==> config.mk <==
export PLATFORM = sky130hd
export DESIGN_NAME = pipeline_ctrl
export DESIGN_NICKNAME = d
export VERILOG_FILES = /design/src/rtl/pipeline_pkg.sv /design/src/rtl/sat_counter.sv /design/src/rtl/pipeline_ctrl.sv
export SDC_FILE = /design/constraint.sdc
export NUM_CORES = 1
export LEC_CHECK = 0
export BUFFER_PORTS_ARGS = -buffer_cell sky130_fd_sc_hd__buf_2
export CAP_MARGIN = 20
export CORE_MARGIN = 2
export CORE_UTILIZATION = 33
export CTS_BUF_LIST = sky130_fd_sc_hd__clkbuf_8
export DETAILED_ROUTE_END_ITERATION = 10
export PLACE_DENSITY = 0.57
export RECOVER_POWER = 50
export SYNTH_ARGS = -nofsm -noshare
export SYNTH_HDL_FRONTEND = slang
export SYNTH_SLANG_ARGS = --single-unit
==> constraint.sdc <==
create_clock -name i_clk -period 8.3 [get_ports i_clk]
set_clock_uncertainty 0.2 [all_clocks]
set_input_delay 0.415 -clock i_clk [delete_from_list [all_inputs] [get_ports i_clk]]
set_output_delay 0.415 -clock i_clk [all_outputs]
set_load 0.005 [all_outputs]
==> src/rtl/pipeline_pkg.sv <==
// Shared types and defaults for the pipeline hazard controller.
package pipeline_pkg;

  typedef enum logic [1:0] {
    ST_RUN    = 2'd0,
    ST_STALL  = 2'd1,
    ST_FLUSH  = 2'd2,
    ST_FREEZE = 2'd3
  } ctrl_state_e;

  localparam int unsigned FLUSH_CYCLES_DEFAULT = 1;
  localparam int unsigned MAX_STALL_DEFAULT    = 1;

  typedef struct packed {
    logic pc_en;
    logic if_id_en;
    logic if_id_flush;
    logic id_ex_en;
    logic id_ex_flush;
    logic ex_mem_en;
  } ctrl_en_t;

  localparam ctrl_en_t CTRL_EN_RUN    = ctrl_en_t'(6'b110101);
  localparam ctrl_en_t CTRL_EN_STALL  = ctrl_en_t'(6'b000111);
  localparam ctrl_en_t CTRL_EN_REDIR  = ctrl_en_t'(6'b111111);
  localparam ctrl_en_t CTRL_EN_FLUSH  = ctrl_en_t'(6'b111101);
  localparam ctrl_en_t CTRL_EN_FREEZE = ctrl_en_t'(6'b000000);
  localparam ctrl_en_t CTRL_EN_RESET  = ctrl_en_t'(6'b001010);

endpackage

==> src/rtl/sat_counter.sv <==
// Saturating event counter with synchronous clear taking priority over increment.
module sat_counter #(
  parameter int unsigned W = 32
) (
  input  logic         clk_i,
  input  logic         rst_i,
  input  logic         inc_i,
  input  logic         clr_i,
  output logic [W-1:0] cnt_o
);

  logic [W-1:0] cnt_q, cnt_d;

  always_comb begin
    cnt_d = cnt_q;
    if (clr_i) begin
      cnt_d = '0;
    end else if (inc_i && (cnt_q != '1)) begin
      cnt_d = cnt_q + W'(1);
    end
  end

  always_ff @(posedge clk_i or posedge rst_i) begin
    if (rst_i) begin
      cnt_q <= '0;
    end else begin
      cnt_q <= cnt_d;
    end
  end

  assign cnt_o = cnt_q;

endmodule

==> src/rtl/pipeline_ctrl.sv <==
// Pipeline hazard controller: stall, redirect flush and memory freeze sequencing.
// state  | meaning
// RUN    | normal flow, all stages advance
// STALL  | previous cycle inserted a load-use bubble
// FLUSH  | post-redirect IF/ID flush countdown in progress
// FREEZE | memory busy, whole pipe held; pre-freeze state saved
module pipeline_ctrl
  import pipeline_pkg::*;
#(
  parameter int unsigned FLUSH_CYCLES = FLUSH_CYCLES_DEFAULT,
  parameter int unsigned MAX_STALL    = MAX_STALL_DEFAULT
) (
  input  logic        i_clk,
  input  logic        i_reset,
  input  logic        i_ctrl_stall,
  input  logic        i_ctrl_br_taken_execute,
  input  logic        i_ctrl_mem_busy,
  input  logic        i_ctrl_cnt_clr,
  output logic        o_ctrl_pc_en,
  output logic        o_ctrl_if_id_en,
  output logic        o_ctrl_if_id_flush,
  output logic        o_ctrl_id_ex_en,
  output logic        o_ctrl_id_ex_flush,
  output logic        o_ctrl_ex_mem_en,
  output logic [1:0]  o_ctrl_state,
  output logic [31:0] o_ctrl_stall_cnt,
  output logic [31:0] o_ctrl_flush_cnt,
  output logic [31:0] o_ctrl_freeze_cnt,
  output logic        o_ctrl_err
);

  localparam logic [1:0] FLUSH_LOAD = 2'(FLUSH_CYCLES - 1);

  ctrl_state_e state_q, state_d, saved_q, saved_d, eff_state;
  logic [1:0]  cnt_q, cnt_d;
  logic [31:0] consec_q, consec_d;
  logic        err_q, err_d;
  logic        stall_ev, flush_ev, freeze_ev;
  ctrl_en_t    en;

  always_comb begin
    state_d   = state_q;
    saved_d   = saved_q;
    cnt_d     = cnt_q;
    consec_d  = consec_q;
    err_d     = err_q;
    stall_ev  = 1'b0;
    flush_ev  = 1'b0;
    freeze_ev = 1'b0;
    en        = CTRL_EN_FREEZE;
    // Leaving FREEZE continues from the saved state in the same cycle.
    eff_state = (state_q == ST_FREEZE) ? saved_q : state_q;

    if (i_reset) begin
      en = CTRL_EN_RESET;
    end else if (i_ctrl_mem_busy) begin
      freeze_ev = 1'b1;
      state_d   = ST_FREEZE;
      if (state_q != ST_FREEZE) saved_d = state_q;
    end else if (i_ctrl_br_taken_execute) begin
      en       = CTRL_EN_REDIR;
      flush_ev = 1'b1;
      cnt_d    = FLUSH_LOAD;
      state_d  = (FLUSH_LOAD != 2'd0) ? ST_FLUSH : ST_RUN;
      consec_d = '0;
    end else if (eff_state == ST_FLUSH) begin
      en       = CTRL_EN_FLUSH;
      cnt_d    = (cnt_q == 2'd0) ? 2'd0 : cnt_q - 2'd1;
      state_d  = (cnt_q <= 2'd1) ? ST_RUN : ST_FLUSH;
      consec_d = '0;
    end else if (i_ctrl_stall) begin
      en       = CTRL_EN_STALL;
      stall_ev = 1'b1;
      state_d  = ST_STALL;
      if (consec_q >= 32'(MAX_STALL)) err_d = 1'b1;
      if (consec_q != '1) consec_d = consec_q + 32'd1;
    end else begin
      en       = CTRL_EN_RUN;
      state_d  = ST_RUN;
      consec_d = '0;
    end
  end

  always_ff @(posedge i_clk or posedge i_reset) begin
    if (i_reset) begin
      state_q  <= ST_RUN;
      saved_q  <= ST_RUN;
      cnt_q    <= 2'd0;
      consec_q <= '0;
      err_q    <= 1'b0;
    end else begin
      state_q  <= state_d;
      saved_q  <= saved_d;
      cnt_q    <= cnt_d;
      consec_q <= consec_d;
      err_q    <= err_d;
    end
  end

  assign o_ctrl_pc_en       = en.pc_en;
  assign o_ctrl_if_id_en    = en.if_id_en;
  assign o_ctrl_if_id_flush = en.if_id_flush;
  assign o_ctrl_id_ex_en    = en.id_ex_en;
  assign o_ctrl_id_ex_flush = en.id_ex_flush;
  assign o_ctrl_ex_mem_en   = en.ex_mem_en;
  assign o_ctrl_state       = state_q;
  assign o_ctrl_err         = err_q;

  sat_counter #(.W(32)) u_stall_cnt (
    .clk_i (i_clk),
    .rst_i (i_reset),
    .inc_i (stall_ev),
    .clr_i (i_ctrl_cnt_clr),
    .cnt_o (o_ctrl_stall_cnt)
  );

  sat_counter #(.W(32)) u_flush_cnt (
    .clk_i (i_clk),
    .rst_i (i_reset),
    .inc_i (flush_ev),
    .clr_i (i_ctrl_cnt_clr),
    .cnt_o (o_ctrl_flush_cnt)
  );

  sat_counter #(.W(32)) u_freeze_cnt (
    .clk_i (i_clk),
    .rst_i (i_reset),
    .inc_i (freeze_ev),
    .clr_i (i_ctrl_cnt_clr),
    .cnt_o (o_ctrl_freeze_cnt)
  );

endmodule

==> impl_metrics.tcl, run 1 <==
set metrics [dict create \
    finalCriticalPeriod_ps 3900 \
    clk-insertion-delay-late_ps 450 \
    rows 56 \
    cts.reportedPaths.clkPinSlew_ps 80 \
    setup.worst_path.start "i_reset" \
    criticalPathCategory "in -> async" \
    fin_setup_tns_ps 0 \
    drc 0 \
    ctsHoldBuffers 0 \
    mappedNetlistArea_um2 7860 \
    ir_drop_uv 78.9 \
    period_share_pct 46.9 \
    final_common_cell "dfrtp_1" \
    ys_seq_area_share_pct 43.0 \
    nNetsFinal 987 \
    synthToLayoutAreaGrowth_pct 16.3 \
    synth-main-ff-cell "dfrtp_1" \
    hpwl_um 14500 \
    async_reset_ff_share_pct 100 \
    fp.dieW_um 158 \
    antenna_found_initial 1 \
    ioPinCount 111 \
    grt_max_degree 86 \
    worstPathMaxFanout 85 \
    overflow 0 \
    status "finished with violations" \
    final_cell_mix "135 x dfrtp_1, 97 x a21oi_1, 79 x clkbuf_1" \
    synth_edf_count 0 \
    via_count 7196 \
    slew_violations 56 \
    htree_levels 4 \
    wirelength_um 21400 \
    cts.path.max_buffers 2 \
    ys_types 55 \
    grt_usage_pct 17.3 \
    synth.net_count 896 \
    violations "capacitance limit, slew limit" \
    yosysTopAreaCell "dfrtp_1" \
    rr_startpoint "u_stall_cnt.cnt_o[0]$_DFFE_PP0P_" \
    dieArea_um2 25100 \
    avgSynthCellArea_um2 8.89 \
    hold_violations 0 \
    worst_ep_arrival_time_ps 3570 \
    hold_path.class "in -> async" \
    required_ps 7980 \
    total_power_mw 1.46 \
    cts_setup_buffers 0 \
    drv_cap 1 \
    drive_gt1_share_pct 10.8 \
    power_density_nw_per_um2 160 \
    setup_viol 0 \
    die_height_um 158 \
    post_cts_resized 0 \
    grt_pass1_wl_um 34700 \
    wl_per_cell_um 16.3 \
    numCtsBuffers 17 \
    synth_seq_cells 135 \
    cts_tree "yes" \
    grt_pass1_vias 6628 \
    maxSlewHeadroom_pct -105 \
    start_kind "input port" \
    initial_core_util_pct 33.6 \
    synth_warnings 0 \
    core_um2 23400 \
    tightest_slew_ps 3080 \
    leakage_nw 3.45 \
    synthCells 884 \
    cts_root_buf "clkbuf_8" \
    end_kind "async pin" \
    drt_iter0_markers 439 \
    drtAntennaViolNets 0 \
    synth_top_area_share_pct 43.0 \
    io_buffers 110 \
    clkSinkCount 135 \
    synth_area_leaders "dfrtp_1 43%, a21oi_1 6.2%, or4_1 4.3%, o31ai_1 4.0%, nand4_1 3.7%" \
    place_congestion 0.787 \
    rsz0062_at_grt "no" \
    fmax_ghz 0.257 \
    vias_per_cell 5.50 \
    dr.pass1.iters 5 \
]
## registers in the layout, indices dropped and copies added (netlist names)
| signal | cells |
|---|---|
| cnt_q | 2 |
| o_ctrl_err | 1 |
| u_stall_cnt.cnt_o | 32 |
| o_ctrl_state | 2 |
| u_flush_cnt.cnt_o | 32 |
| consec_q | 32 |
| saved_q | 2 |
| u_freeze_cnt.cnt_o | 32 |
## kinds of logic after synthesis
| group | synth area share [%] |
|---|---|
| XOR/XNOR | 1.56 |
| AO/OA/AOI/OAI | 15.6 |
| flip-flops | 43.0 |
| AND/OR/NAND/NOR | 30.4 |
| adder cells (fa/ha/maj) | 0.955 |
| multiplexers | 5.06 |
| buffers and inverters | 3.44 |
## where the power goes
group | internal [mW] | switching, mW
logic | 0.0211 | 0.0598
clock network | 0.430 | 0.276
registers | 0.665 | 0.00653
## metal layers
layer	part of all wire, %	wire length (um)	vias to the layer above	GRT usage (%)
met5	0	0	-	0
met4	1.2	257	0	4.72
met3	4.6	973	19	3.86
met2	46	9800	145	27.5
met1	48	10300	3498	23.8
li1	-	-	3534	-
## final timing paths
path                depth (start not counted)                                end  slack (ps)
hold reg to reg                             1             o_ctrl_err$_DFFE_PP0P_         300
max in group i_clk                          4        o_ctrl_state[1]$_DFFE_PP0N_        4650
setup reg to reg                            7  u_stall_cnt.cnt_o[31]$_DFFE_PP0P_        5210
hold / removal                              2           consec_q[26]$_DFFE_PP0P_          80
min in group i_clk                          3               cnt_q[0]$_DFFE_PP0P_         120
setup / recovery                            3  u_flush_cnt.cnt_o[12]$_DFFE_PP0P_        4400
## final cells by class
| class | instances | area (um2) |
|---|---|---|
| Fill cell | 2452 | 14300 |
| Multi-Input combinational cell | 682 | 4240 |
| Sequential cell | 135 | 3380 |
| Timing Repair Buffer | 120 | 522 |
| Tap cell | 319 | 399 |
| Clock buffer | 22 | 303 |
| Clock inverter | 10 | 214 |
| Inverter | 19 | 76.3 |
| Antenna cell | 1 | 2.50 |
## cells in the mapped netlist, types with 9 or more instances
cell      number
o21ai_0       29
nor2b_1       16
o31ai_1       42
nor3_1        10
nand4_1       47
nor4_1        20
inv_1         19
and4_1         9
nor2_1        52
clkbuf_1      36
a21oi_1       97
nand2b_1      30
or3_1         28
mux2_2        14
or4_1         45
or2_2          9
nand2_1       73
xnor2_1       12
nand3_1       52
mux2i_1       24
and3_1        11
dfrtp_1      135
buf_2          9
## critical path: stages
cell and delay (ps):
clkbuf_1 210, inv_6 630, clkbuf_1 2240
## through the flow
step | cells | hold slack, ps | util (%) | setup WS (ps) | cell area [um2]
final | 1308 | 80.9 | 39.0 | 4400 | 9140
after global routing | 1307 | 116 | 39.0 | 3520 | 9140
after CTS | 1306 | 7.90 | 39.5 | 5200 | 9250
after detailed placement | 1274 | 274 | 37.3 | 5200 | 8730
after global placement | 1274 | 273 | 37.3 | 5230 | 8730
after floorplan | 884 | 255 | - | 3540 | 7860
Power figures use the tool's default switching activity.
==> inputs of run 2 (changes only) <==
--- a/config.mk
+++ b/config.mk
@@ -11,7 +11,7 @@
 export CORE_UTILIZATION = 33
 export CTS_BUF_LIST = sky130_fd_sc_hd__clkbuf_8
 export DETAILED_ROUTE_END_ITERATION = 10
-export PLACE_DENSITY = 0.57
+export PLACE_DENSITY = 0.59
 export RECOVER_POWER = 50
 export SYNTH_ARGS = -nofsm -noshare
 export SYNTH_HDL_FRONTEND = slang
==> constraint.sdc (replaced) <==
create_clock -name i_clk -period 3.46 [get_ports i_clk]
set_clock_uncertainty 0.2 [all_clocks]
set_input_delay 0.173 -clock i_clk [delete_from_list [all_inputs] [get_ports i_clk]]
set_output_delay 0.173 -clock i_clk [all_outputs]
set_load 0.005 [all_outputs]
==> run 2 against run 1 <==
  * The run now ends clean
  * First-iteration DRC count grew 20%
  * Combinational power grew to 2.5 times the previous value
  * Count of clock-buffer cells in the layout shrank 5
  * Die area is the same
  * Wire length grew 2.3%
  * Non-clock buffer count grew 13
==> impl_metrics.tcl, run 2 (synthesis results as in run 1) <==
set metrics [dict create \
    worst_ep_arrival_time_ps 3040 \
    period_share_pct 83.2 \
    fmax_ghz 0.347 \
    required_ps 3620 \
    min_to "u_stall_cnt.cnt_o[11]$_DFFE_PP0P_" \
    rows 56 \
    start_kind "flip-flop" \
    worstRegToRegCells 7 \
    ioPinCount 111 \
    clkSinkCount 135 \
    grt_pass1_wl_um 35400 \
    dieArea_um2 25100 \
    vias_per_cell 5.58 \
    rr_startpoint "u_stall_cnt.cnt_o[1]$_DFFE_PP0P_" \
    slew_violations 0 \
    numCtsBuffers 17 \
    core_um2 23400 \
    rsz0062_at_grt "no" \
    maxSlewHeadroom_pct 27.2 \
    area.sequential_um2 3380 \
    place_congestion 0.810 \
    r2r_slack_ps 580 \
    initial_core_util_pct 33.6 \
    sw_frac_of_total_pct 26.0 \
    p_clk_share_pct 45.0 \
    grt_usage_pct 17.6 \
    fin_setup_tns_ps 0 \
    fp.dieW_um 158 \
    end_kind "flip-flop" \
    wirelength_um 21900 \
    status "completed" \
    worstReg2RegEnd "u_stall_cnt.cnt_o[7]$_DFFE_PP0P_" \
    whs_path_depth 2 \
    setup.worst_path.start "u_stall_cnt.cnt_o[1]$_DFFE_PP0P_" \
    cts.reportedPaths.clkPinSlew_ps 90 \
    via_count 7359 \
    drv_cap 0 \
    ir_drop_uv 247 \
    tightest_slew_ps 1090 \
    drc 0 \
    cts_tree "yes" \
    antenna_found_initial 0 \
    setup_viol 0 \
    drt_iter0_markers 525 \
    hold_violations 0 \
    hpwl_um 14700 \
    grt_max_degree 118 \
    cts.path.max_buffers 2 \
    htree_levels 4 \
    worstPathMaxFanout 17 \
    final_common_cell "dfrtp_1" \
    io_buffers 110 \
    hold_path.class "in -> reg" \
    post_cts_resized 0 \
    drive_gt1_share_pct 11.6 \
    overflow 0 \
    antenna_cells 0 \
    switching_power_mw 0.859 \
    finalCriticalPeriod_ps 2880 \
    worstHoldStart "i_ctrl_cnt_clr" \
    seq_power_share_pct 48.8 \
    p_int_mw 2.44 \
    nNetsFinal 1000 \
    wl_per_cell_um 16.6 \
    die_height_um 158 \
    clk-insertion-delay-late_ps 460 \
    criticalPathCategory "reg -> reg" \
    p_comb_share_pct 6.2 \
    drtAntennaViolNets 0 \
    grt_pass1_vias 6843 \
    dr.pass1.iters 5 \
    multi_input_area_um2 4250 \
    n_fill_cell 2471 \
    final_cell_mix "135 x dfrtp_1, 97 x a21oi_1, 82 x clkbuf_1" \
    cts_root_buf "clkbuf_8" \
    power_density_nw_per_um2 359 \
    synthToLayoutAreaGrowth_pct 17.0 \
    final_util_pct 39.3 \
    leakage_nw 3.47 \
]
## run 2: cell count changes in the layout (fill, tap and decap cells not counted), sizes merged
| cell | change |
|---|---|
| clkbuf | -2 |
| bufinv | -2 |
| buf | +7 |
| inv | +1 |
| diode | -1 |
| clkinv | +3 |
| dlygate4sd3 | +3 |
| clkinvlp | +3 |
## run 2: final cells by class
cell class              instances  share of cell area, %
clock buffers                  17                   2.54
clock inverters                15                   2.19
inverters                      19                  0.789
multi-input cells             682                   46.3
flip-flops and latches        135                   36.7
well taps                     319                   4.34
repair buffers                133                   7.12
## run 2: per-layer routing
layer,GRT usage [%],vias up,routed length [um]
met4,5.79,0,330
met1,24.5,3641,10600
li1,-,3543,-
met2,27.3,154,9980
met5,0,-,0
met3,3.40,21,948
## run 2: through the flow
step / worst slack (ps) / hold slack (ps) / power, mW / instances / instance area, um2
4_1_cts: 625 / 19.4 / 3.35 / 1320 / 9300
6_report: 580 / 52.3 / 3.30 / 1320 / 9190
5_1_grt: 324 / 65.5 / 3.43 / 1320 / 9190
3_3_place_gp: 674 / 105 / 1.85 / 1285 / 8830
2_1_floorplan: 95.2 / 63.7 / 1.77 / 884 / 7860
3_5_place_dp: 625 / 121 / 1.85 / 1285 / 8830
## run 2: power groups by stage
stage	sequential, mW	clock [mW]	combinational [mW]
2_1_floorplan	1.64	0	0.126
3_3_place_gp	1.64	0	0.207
3_5_place_dp	1.64	0	0.210
4_1_cts	1.61	1.53	0.212
5_1_grt	1.61	1.59	0.233
6_report	1.61	1.48	0.205
## run 2: critical path: stages, from the launching register on
cell	delay [ps]
dfrtp_1	410
ha_1	210
nand4_1	230
nor4_1	530
and3_1	600
buf_4	250
nor4_1	60
mux2_2	300
## run 2: repair_timing
action,in CTS,in global routing
hold buffers,3,0
setup buffers,0,0
endpoints found under the hold margin,24,0
## run 2: how the worst max path moves through the flow
stage / endpoint / slack (ps) / depth (start not counted)
5_1_grt: u_freeze_cnt.cnt_o[7]$_DFFE_PP0P_ / 320 / 6
3_3_place_gp: u_stall_cnt.cnt_o[7]$_DFFE_PP0P_ / 670 / 7
4_1_cts: u_stall_cnt.cnt_o[7]$_DFFE_PP0P_ / 630 / 7
3_5_place_dp: u_stall_cnt.cnt_o[7]$_DFFE_PP0P_ / 630 / 7
6_report: u_stall_cnt.cnt_o[7]$_DFFE_PP0P_ / 580 / 7
2_1_floorplan: u_freeze_cnt.cnt_o[7]$_DFFE_PP0P_ / 100 / 5
==> inputs of run 3 (changes only) <==
--- a/config.mk
+++ b/config.mk
@@ -5,13 +5,14 @@
 export SDC_FILE = /design/constraint.sdc
 export NUM_CORES = 1
 export LEC_CHECK = 0
+export ABC_AREA = 1
 export BUFFER_PORTS_ARGS = -buffer_cell sky130_fd_sc_hd__buf_2
 export CAP_MARGIN = 20
 export CORE_MARGIN = 2
 export CORE_UTILIZATION = 33
 export CTS_BUF_LIST = sky130_fd_sc_hd__clkbuf_8
 export DETAILED_ROUTE_END_ITERATION = 10
-export PLACE_DENSITY = 0.59
+export PLACE_DENSITY = 0.58
 export RECOVER_POWER = 50
 export SYNTH_ARGS = -nofsm -noshare
 export SYNTH_HDL_FRONTEND = slang
==> constraint.sdc (replaced) <==
create_clock -name i_clk -period 2.4 [get_ports i_clk]
set_clock_uncertainty 0.2 [all_clocks]
set_input_delay 0.12 -clock i_clk [delete_from_list [all_inputs] [get_ports i_clk]]
set_output_delay 0.12 -clock i_clk [all_outputs]
set_load 0.005 [all_outputs]
==> run 3 against run 2 <==
  * Area after synthesis is 17% higher
  * Cell count is 50% higher
  * Synthesized cell count is 64% higher
  * Register-to-register slack worse by 410 ps
  * Largest power group unchanged
  * Design area is 17% higher
  * Clock power is 31% higher
  * Core utilization is 0.23 points lower
  * Sequential share of layout area is 5.4 points lower
  * First-iteration DRC count is 45% higher
  * Wire length is 30% higher
  * Sequential cell count stayed put
==> impl_metrics.tcl, run 3 <==
set metrics [dict create \
    hold_path.class "in -> reg" \
    synth_area_leaders "dfrtp_1 37%, nand2_1 20%, nor2_1 9.2%, nand3_1 9.1%, inv_1 5.5%" \
    synth_top_area_share_pct 36.7 \
    grt_usage_pct 20.0 \
    drc 0 \
    synth_seq_cells 135 \
    synthToLayoutAreaGrowth_pct 17.1 \
    slew_violations 0 \
    p_int_mw 3.39 \
    dieArea_um2 29300 \
    required_ps 2510 \
    seq_power_share_pct 50.4 \
    start_kind "flip-flop" \
    power_density_nw_per_um2 427 \
    nNetsFinal 1604 \
    avgSynthCellArea_um2 6.34 \
    async_reset_ff_share_pct 100 \
    cts.path.max_buffers 2 \
    rows 61 \
    setup_viol 0 \
    core_um2 27600 \
    period_share_pct 92.9 \
    wl_per_cell_um 14.4 \
    synth_warnings 0 \
    ys_seq_area_share_pct 36.7 \
    synth-main-ff-cell "dfrtp_1" \
    clkSinkCount 135 \
    drv_cap 0 \
    clk-insertion-delay-late_ps 440 \
    ys_types 32 \
    synth_xor_xnor_area_share_pct 3.90 \
    worstReg2RegEnd "consec_q[1]$_DFFE_PP0P_" \
    finalNonFillerCells 1983 \
    final_util_pct 39.1 \
    worstHoldStart "i_ctrl_stall" \
    p_clk_share_pct 42.0 \
    dpl_cell_area_um2 10400 \
    setup_ws_ps 170 \
    vias_per_cell 4.84 \
    rr_startpoint "consec_q[0]$_DFFE_PP0P_" \
    finalCriticalPeriod_ps 2230 \
    synth_edf_count 0 \
    r2r_slack_ps 170 \
    die_height_um 171 \
    synthMuxAreaShare_pct 0 \
    synth_most_common_cell "nand2_1" \
    drt_iter0_markers 761 \
    maxSlewHeadroom_pct 58.3 \
    cts_root_buf "clkbuf_8" \
    grt_pass1_wl_um 46800 \
    yosysTopAreaCell "dfrtp_1" \
    status "completed" \
    synth_compound_area_share_pct 6.00 \
    worstRegToRegCells 11 \
    tightest_slew_ps 626 \
    switching_power_mw 1.22 \
    hpwl_um 21400 \
    grt_max_degree 115 \
    fin_area_um2 10800 \
    min_to "consec_q[30]$_DFFE_PP0P_" \
    place_congestion 0.926 \
    dr.pass1.iters 5 \
    p_comb_share_pct 7.6 \
    leakage_nw 4.65 \
    worst_ep_arrival_time_ps 2340 \
    cts.reportedPaths.clkPinSlew_ps 80 \
    grt_pass1_vias 8957 \
    fmax_ghz 0.448 \
    rsz0062_at_grt "no" \
    io_buffers 110 \
    synth-simple-area-share_pct 44.2 \
    mappedNetlistArea_um2 9210 \
    synth_top_family_by_area "simple AND/OR/NAND/NOR gates" \
    synthCells 1453 \
    cts_tree "yes" \
    hold_violations 0 \
    synth.top_cells.by_count "486 x nand2_1, 226 x nor2_1, 168 x nand3_1" \
    end_kind "flip-flop" \
    antenna_found_initial 0 \
    htree_levels 4 \
    overflow 0 \
    final_cell_mix "485 x nand2_1, 225 x nor2_1, 168 x nand3_1" \
    whs_ps 78.0 \
    drive_gt1_share_pct 10.2 \
    synth.net_count 1465 \
    wirelength_um 28500 \
    dp.cells 1945 \
    final_common_cell "nand2_1" \
    synthAdderAreaFrac_pct 0.815 \
    drtAntennaViolNets 0 \
    ir_drop_uv 277 \
    place_ws_ps 38.1 \
    numCtsBuffers 17 \
    sw_frac_of_total_pct 26.5 \
    initial_core_util_pct 33.3 \
    ioPinCount 111 \
    criticalPathCategory "reg -> reg" \
    antenna_cells 0 \
    worstPathMaxFanout 10 \
    via_count 9592 \
    whs_path_depth 6 \
    fp.dieW_um 171 \
]
==> run 3: kinds of logic after synthesis <==
family                   count (synthesis)
AND/OR/NAND/NOR                        974
XOR/XNOR                                41
buffers and inverters                  190
flip-flops                             135
AO/OA/AOI/OAI                          107
adder cells (fa/ha/maj)                  6
==> run 3: layout make-up <==
cell class | count | area (um2)
tap | 378 | 473
timing repair buffer | 162 | 888
inverter | 148 | 562
clock inverter | 8 | 68.8
clock buffer | 24 | 330
fill | 3036 | 16800
sequential | 135 | 3380
multi-input combinational | 1128 | 5090
==> run 3: through the flow <==
step / setup TNS (ps) / total power, mW
floorplan: -26350 / 2.59
global placement: 0 / 2.71
detailed placement: 0 / 2.72
CTS: 0 / 4.68
global route: 0 / 4.83
finish: 0 / 4.61
==> run 3: worst max path at each step <==
stage / from / end / slack (ps) / cells after the start
final: consec_q[0]$_DFFE_PP0P_ / consec_q[1]$_DFFE_PP0P_ / 170 / 11
after global routing: u_flush_cnt.cnt_o[0]$_DFFE_PP0P_ / u_flush_cnt.cnt_o[20]$_DFFE_PP0P_ / 20 / 12
after CTS: o_ctrl_state[0]$_DFFE_PP0N_ / o_ctrl_if_id_en / 30 / 7
after detailed placement: consec_q[0]$_DFFE_PP0P_ / consec_q[10]$_DFFE_PP0P_ / 40 / 10
after global placement: u_flush_cnt.cnt_o[1]$_DFFE_PP0P_ / u_flush_cnt.cnt_o[26]$_DFFE_PP0P_ / 100 / 11
after floorplan: i_reset / u_freeze_cnt.cnt_o[9]$_DFFE_PP0P_ / -810 / 9
==> run 3: repair_timing <==
item | 4_1_cts | 5_1_grt
setup endpoints to repair | 0 | 71
buffers inserted | 0 | 2
gates resized for setup | 0 | 13
hold buffers | 4 | 0
endpoints found under the hold margin | 132 | 0
==> run 3: metal layers <==
metal / track usage, % / up-vias / part of all wire, %
met1: 27.3 / 4413 / 47
li1: - / 4898 / -
met4: 5.49 / 0 / 1.8
met2: 32.6 / 247 / 46
met3: 3.40 / 34 / 4.9
met5: 0 / - / 0
==> run 3: power groups by stage <==
| stage | sequential [mW] | combinational (mW) | clock, mW |
|---|---|---|---|
| detailed placement | 2.36 | 0.351 | 0 |
| global route | 2.32 | 0.394 | 2.11 |
| finish | 2.32 | 0.351 | 1.94 |
| CTS | 2.32 | 0.358 | 2.00 |
| floorplan | 2.36 | 0.228 | 0 |
| global placement | 2.36 | 0.351 | 0 |
==> run 3: critical path, cell delays in order (launching register included) <==
cell     delay [ps]
dfrtp_1         440
ha_1            200
nand3_1         180
nor2_2          210
nand2_1         120
nor2_2          150
nand2_1          90
nand2_1         130
buf_4           190
nor2_1           80
nand2_1          60
o21ai_1          50
